$ cat config.mk
export PLATFORM = sky130hd
export DESIGN_NAME = counter_mod
export DESIGN_NICKNAME = d
export VERILOG_FILES = /design/src/rtl/counter_mod_pkg.sv /design/src/rtl/counter_mod.sv
export SDC_FILE = /design/constraint.sdc
export NUM_CORES = 1
export LEC_CHECK = 0
export CORE_AREA = 2 2 39 41
export DETAILED_ROUTE_END_ITERATION = 10
export DIE_AREA = 0 0 41 43
export PLACE_DENSITY = 0.58
export SLEW_MARGIN = 20
export SYNTH_ARGS = -nofsm -noshare
export SYNTH_HDL_FRONTEND = slang
export SYNTH_SLANG_ARGS = --single-unit
$ cat constraint.sdc
create_clock -name clk -period 2.3 [get_ports clk]
set_input_delay 0.345 -clock clk [delete_from_list [all_inputs] [get_ports clk]]
set_output_delay 0.345 -clock clk [all_outputs]
set_load 0.03 [all_outputs]
$ cat src/rtl/counter_mod_pkg.sv
// Shared direction encoding and load clamp for counter_mod.
package counter_mod_pkg;

    typedef enum logic {
        DIR_UP   = 1'b0,
        DIR_DOWN = 1'b1
    } dir_e;

    function automatic int unsigned clamp_load(input int unsigned val, input int unsigned modulus);
        return (val < modulus) ? val : modulus - 1;
    endfunction

endpackage

$ cat src/rtl/counter_mod.sv
// Modulo-MODULUS up/down counter with sync clear/load and cascadable carry/borrow.
// Optional sticky wrap flag enabled by defining COUNTER_MOD_STICKY_OVF_EN.
module counter_mod
    import counter_mod_pkg::*;
#(
    parameter int WIDTH   = 4,
    parameter int MODULUS = 16
) (
    input  logic             clk,
    input  logic             rst,
    input  logic             sclr,
    input  logic             en,
    input  logic             clkEn,
    input  logic             dir,
    input  logic             load,
    input  logic [WIDTH-1:0] load_val,
    output logic [WIDTH-1:0] count,
    output logic             tc,
    output logic             co,
    output logic             ovf,
    input  logic             clr_ovf
);

    localparam logic [WIDTH-1:0] MAX_CNT = WIDTH'(MODULUS - 1);

    generate
        if (WIDTH < 1 || WIDTH > 16 || MODULUS < 2 || MODULUS > (1 << WIDTH)) begin : g_bad_params
            $error("counter_mod: illegal WIDTH/MODULUS combination");
        end
    endgenerate

    logic             advance;
    logic [WIDTH-1:0] count_nxt;

    assign advance = en & clkEn;
    assign tc      = ((dir == DIR_UP) && (count == MAX_CNT)) || ((dir == DIR_DOWN) && (count == '0));
    assign co      = tc & advance;

    always_comb begin
        count_nxt = count;
        if (sclr) begin
            count_nxt = '0;
        end else if (load) begin
            count_nxt = WIDTH'(clamp_load(32'(load_val), MODULUS));
        end else if (advance) begin
            if (dir == DIR_UP) begin
                count_nxt = (count == MAX_CNT) ? '0 : count + 1'b1;
            end else begin
                count_nxt = (count == '0) ? MAX_CNT : count - 1'b1;
            end
        end
    end

    always_ff @(posedge clk or negedge rst) begin
        if (!rst) begin
            count <= '0;
        end else begin
            count <= count_nxt;
        end
    end

`ifdef COUNTER_MOD_STICKY_OVF_EN
    // A wrap only happens when the advance actually takes the edge (sclr/load pre-empt it).
    logic wrap;
    assign wrap = co & ~sclr & ~load;

    always_ff @(posedge clk or negedge rst) begin
        if (!rst) begin
            ovf <= 1'b0;
        end else if (wrap) begin
            ovf <= 1'b1;
        end else if (clr_ovf || sclr) begin
            ovf <= 1'b0;
        end
    end
`else
    logic unused_clr_ovf;
    assign unused_clr_ovf = clr_ovf;
    assign ovf            = 1'b0;
`endif

endmodule

### After elaboration in Yosys (flattened, before gate mapping)

Index checks and enable logic that the tools add are counted.

| storage, ports and cells | value |
|---|---|
| flip-flop bits (word level) | 4 |
| input bits | 12 |
| output and inout port bits | 7 |
| word-level logic and storage cells | 18 |

| cells by class | value |
|---|---|
| $add $sub $neg | 2 |
| eq/ne operators | 1 |
| muxes and demuxes | 6 |
| bitwise gates (word level) | 3 |
| reductions and logical operators | 5 |

Operator list:

| operator | count |
|---|---|
| 2-to-1 mux 4 bit | 6 |
| adder 4 x 1 -> 4 bit, second input constant | 1 |
| == test 4 bit, second input constant | 1 |
| zero test 4 bit | 1 |
| subtractor 4 x 1 -> 4 bit, second input constant | 1 |
| nonzero test 3 bit | 1 |
| bitwise AND 1 bit | 2 |
| logical AND 1 bit | 2 |
| logical OR 1 bit | 1 |
| NOT 1 bit | 1 |

### Longest topological paths before layout

Gate-level depths: netlist of the first run.

| logic depth | value |
|---|---|
| depth after elaboration | 6 |
| mapped depth | 7 |
| depth with buffers taken out | 6 |

### Worst setup path before layout of the first run

Ideal clock, no wire load.

| timing | value |
|---|---|
| path type | register to output |
| start | register count[0] |
| end | output co |
| data arrival time | 2.262 ns |
| required time | 1.955 ns |
| setup slack | -0.307 ns |
| cell stages (with the launch flop) | 7 |
| buffers on the path | 1 |
| cell sequence | dfrtp_1 > buf_6 > inv_1 > ha_1 > nand3b_1 > o21ai_0 > nor2b_1 |

| between the ends | value |
|---|---|
| word-level cells in the longest chain between the ends | 4 |
| elaborated cells on any way between the ends | 6 |
| classes of those cells | 1 x eq/ne; 1 x bitwise; 4 x reduce/logical |

RTL lines:

| element | RTL line | source |
|---|---|---|
| start, declared | counter_mod.sv:17 | `output logic [WIDTH-1:0] count,` |
| start signal, assigned | counter_mod.sv:58 | `count <= count_nxt;` |
| == test 4 bit or zero test 4 bit (tied branches) | counter_mod.sv:36 | `assign tc = ((dir == DIR_UP) && (count == MAX_CNT)) \|\| ((dir == DIR_DOWN) && (count == '0));` |
| logical AND 1 bit | counter_mod.sv:36 |  |
| logical OR 1 bit * | counter_mod.sv:36 |  |
| named net tc | counter_mod.sv:18 | `output logic tc,` |
| bitwise AND 1 bit * | counter_mod.sv:37 | `assign co = tc & advance;` |
| end, declared | counter_mod.sv:19 | `output logic co,` |

Mark *: on every way through the listed nets, which the timed path passes. The rest lies on a longest branch.

### Worst setup path after layout of the first run

| timing | value |
|---|---|
| start | input dir |
| end | output co |

| between the ends | value |
|---|---|
| word-level cells in the longest chain between the ends | 4 |
| elaborated cells on any way between the ends | 5 |
| classes of those cells | 2 x bitwise; 3 x reduce/logical |

RTL lines:

| element | RTL line | source |
|---|---|---|
| start, declared | counter_mod.sv:14 | `input logic dir,` |
| NOT 1 bit | n/a |  |
| logical AND 1 bit | counter_mod.sv:36 |  |
| logical OR 1 bit * | counter_mod.sv:36 |  |
| bitwise AND 1 bit * | counter_mod.sv:37 |  |

Every way passes the cells marked *; elsewhere a longest branch is shown, timed or not.

==> impl_summary.md, run 1 <==
Outcome
The flow ran to the end, and the final reports show no timing, DRC or antenna violations.

Global route
The overall routing resource usage is 0.1250. The number of antenna violations at the first check in global routing is 0. The total overflow left after global routing is 0. The via count of the first global-routing pass is 364. The first global-routing pass estimated 1476 µm of wire. Entering global routing, the biggest net connects 11 pins.

Cells and area
The diode insertion count for antenna repair is 0. The finished cells cover 568.0 µm². The synthesis-to-layout area growth is 45.51%.

Of the cells placed in the final design, the portion with a size suffix greater than 1 is 0.1231. In the final design database the tool counted 81 nets. In the final layout, the registers with the most flip-flops are count: 4 flops. The final standard cell utilization of the core is 0.4105. The register with the most flip-flops in the layout has 4 of them. More flip-flops sit in one register than any other, and that register is count.

Detailed routing
Dividing the detail-routed wire length by the instance count gives 10.77 µm. The number of detailed-route iterations in the first pass is 4. The post-detailed-route via-to-cell ratio is 5.049. The first routing iteration left 12 violations. The remaining antenna violation count after routing is 0. Wires add up to 872 µm. The number of vias in the routed layout is 409. After detailed routing, the number of remaining DRC violations is 0.

Synthesis
The adder-cell area share of the yosys netlist is 0.06410. The synthesized netlist cell count is 49. The total nets after synthesis is 63.

After synthesis the netlist holds a flip-flop and latch count of 4. Of the total synthesized cell area, the portion taken by XOR and XNOR cells is 0.04487. By area, the combinational part of the netlist is dominated by simple AND/OR/NAND/NOR gates. The simple-gate area share of the yosys netlist is 0.2564. The async set-or-reset flop fraction in the synthesized netlist is 1.000. The leading register cell type out of synthesis is dfrtp_1. The mux share of post-synthesis cell area is 0.02564.

The number of enable-type register cells in the synthesized netlist is 0. By count the netlist is led by a21oi_1 (6), dfrtp_1 (4), inv_1 (4), nor2_1 (4). Among all cell types in the netlist, the one instantiated most often is a21oi_1. The synthesized cell area is 390.4 µm². The share of synthesized area in the top cell type comes to 0.2564.

The compound-cell area share of the yosys netlist is 0.2468. The per-instance average area after synthesis is 7.967 µm². Ranked by total cell area, the synthesized netlist is headed by dfrtp_1 (26%), a21oi_1 (7.7%), ha_1 (6.4%).

Counting distinct cell types in the post-synthesis netlist gives 27. Of the synthesized area, sequential elements account for 0.2564. Summed over all instances, the cell type with the most area after synthesis is dfrtp_1.

Yosys printed 0 warnings.

Setup path
The cell with the largest stage delay on the worst path is clkdlybuf4s50_1. The critical path goes through clkdlybuf4s50_1 > and3b_1 > nand2_1 > o21ai_1 > nor2b_2 > buf_4. The worst setup path is captured at an output pin. Of all nets on the critical path, the largest fanout is 6. The launch point of the worst reg-to-reg path is count[0]$_DFFE_PN0P_.

The data arrival time of the worst path is 1620 ps. The source of the critical timing path is dir. The worst setup path is of the input port to output pin kind. At the worst endpoint, the required time is 1960 ps. The delay contributed by the slowest stage of the critical path is 600 ps. STA classifies the critical path startpoint as an input port.

STA
Derived from the worst setup path, the maximum achievable clock frequency is 0.5084 GHz. In the finished design, the share of the clock period the worst path needs comes to 0.8552. The clock skew is 5.173 ps. The max-slew violation count is 0. After layout, the worst setup slack is 333.0 ps. Setup violations remaining at the end of the flow were counted as 0. The worst path in the final design needs a cycle of 1967 ps, including I/O delays and setup. The post-route setup TNS is 0 ps. Setup repair after global routing left no endpoint under its margin.

The tightest hold path in the finished design has a slack of 303.1 ps. The final hold violation count is 0.

Clock network
The clock sink total is 4. Clock-pin slew was measured on the worst setup and hold paths at 40 ps. The CTS tree is done.

The tree is rooted in a clkbuf_4. The clock latency reported for the late side of the worst-skew pair is 240 ps. In this run, CTS created clock tree buffers numbering 3. The total setup buffers inserted after CTS is 0. Counting along the longest clock path gives a buffer depth of 2. The number of hold buffers added after CTS was 0. In this run the number of H-tree levels came out at 1. The number of gates resized after CTS is 0.

Pwr
The power density of the placed cells is 477.6 mW/mm². The worst supply voltage drop on vdd is 301.4 µV. The analysis attributes to cell leakage a power of 0.2359 nW.

Floorplan
The number of rows in the core area is 14. The overall die area is 0.001763 mm². The count of boundary I/O pins is 19. The die is 43 µm tall. The die width is 41 µm.

The core region is 0.001384 mm². The starting density of the core is 0.2821.

Flow run
The number of maximum-capacitance violations is 0.

Placement
At the end of routability-driven placement, the weighted congestion stood at 0.6683. Once placement finished, the instance area stood at 545.5 µm². Port buffering added 16 buffers. Once detailed placement completed, the half-perimeter wirelength came to 654.8 µm. The worst setup timing slack at the placement stage is 335.1 ps.

Worst hold path
The class of the worst hold path is input port to async pin.
cell usage in the layout, fill, tap and decap left out, types with 2 or more instances in the layout:
master	n
clkdlybuf4s50_1	14
a21oi_1	6
inv_1	4
nor2_1	4
dfrtp_1	4
nand3b_1	3
nand2_1	3
clkbuf_4	3
xnor2_1	2
a31oi_1	2
ha_1	2
buf_4	2
routing by layer:
layer  vias to the layer above  part of all wire  global-route usage
li1                        204                 -                   -
met1                       185              0.48              0.1759
met2                        18              0.43              0.1625
met3                         2             0.075             0.01571
met4                         0             0.019              0.1000
met5                         -                 0                   0
final timing paths:
check                      cells after the start  slack, ps                   end
max                                            6        330                    co
min                                            1        300  count[3]$_DFFE_PN0P_
max reg2reg                                    6        650  count[3]$_DFFE_PN0P_
min reg2reg                                    2        700  count[3]$_DFFE_PN0P_
max in group asynchronous                      1       1830  count[1]$_DFFE_PN0P_
min in group clk                               3        680  count[3]$_DFFE_PN0P_
worst max-delay path, delay by kind of cell:
family / cells / cell delay, ps
compound gates: 1 / 70
buf+inv: 2 / 760
simple gates: 3 / 430
where the power goes:
group	internal, mW	switching (mW)	leakage [nW]	total [mW]
clock network	0.0585	0.0302	0.0138	0.0886
logic	0.0494	0.0469	0.170	0.0963
registers	0.0757	0.0107	0.0524	0.0864
final cells by class:
type,instances,area [µm²]
clock buffer,3,22.52
inverter,4,15.01
sequential,4,100.1
timing repair buffer,16,155.1
fill,154,815.8
tap,16,20.02
multi-input combinational,38,255.2
cell families after synthesis:
family / count (synthesis)
AOI/OAI and AO/OA: 15
DFF: 4
adders and majority gates: 2
buffers and inverters: 7
and+or+nand+nor: 17
other: 1
muxes: 1
xor gates and xnor gates: 2
metrics by stage:
step	instances	power (mW)
6_report	81	0.2713
3_3_place_gp	78	0.1839
3_5_place_dp	78	0.1839
5_1_grt	81	0.2946
2_1_floorplan	49	0.1452
4_1_cts	81	0.2765
No activity file was read; power rests on OpenSTA's default activity.
==> run 2: changes to the inputs <==
--- a/config.mk
+++ b/config.mk
@@ -6,6 +6,8 @@
 export NUM_CORES = 1
 export LEC_CHECK = 0
 export CORE_AREA = 2 2 39 41
+export CTS_BUF_LIST = sky130_fd_sc_hd__clkbuf_4
+export CTS_CLUSTER_DIAMETER = 60
 export DETAILED_ROUTE_END_ITERATION = 10
 export DIE_AREA = 0 0 41 43
 export PLACE_DENSITY = 0.58
==> results of run 2 <==
Final layout, timing and power as in run 1 (identical DEF).
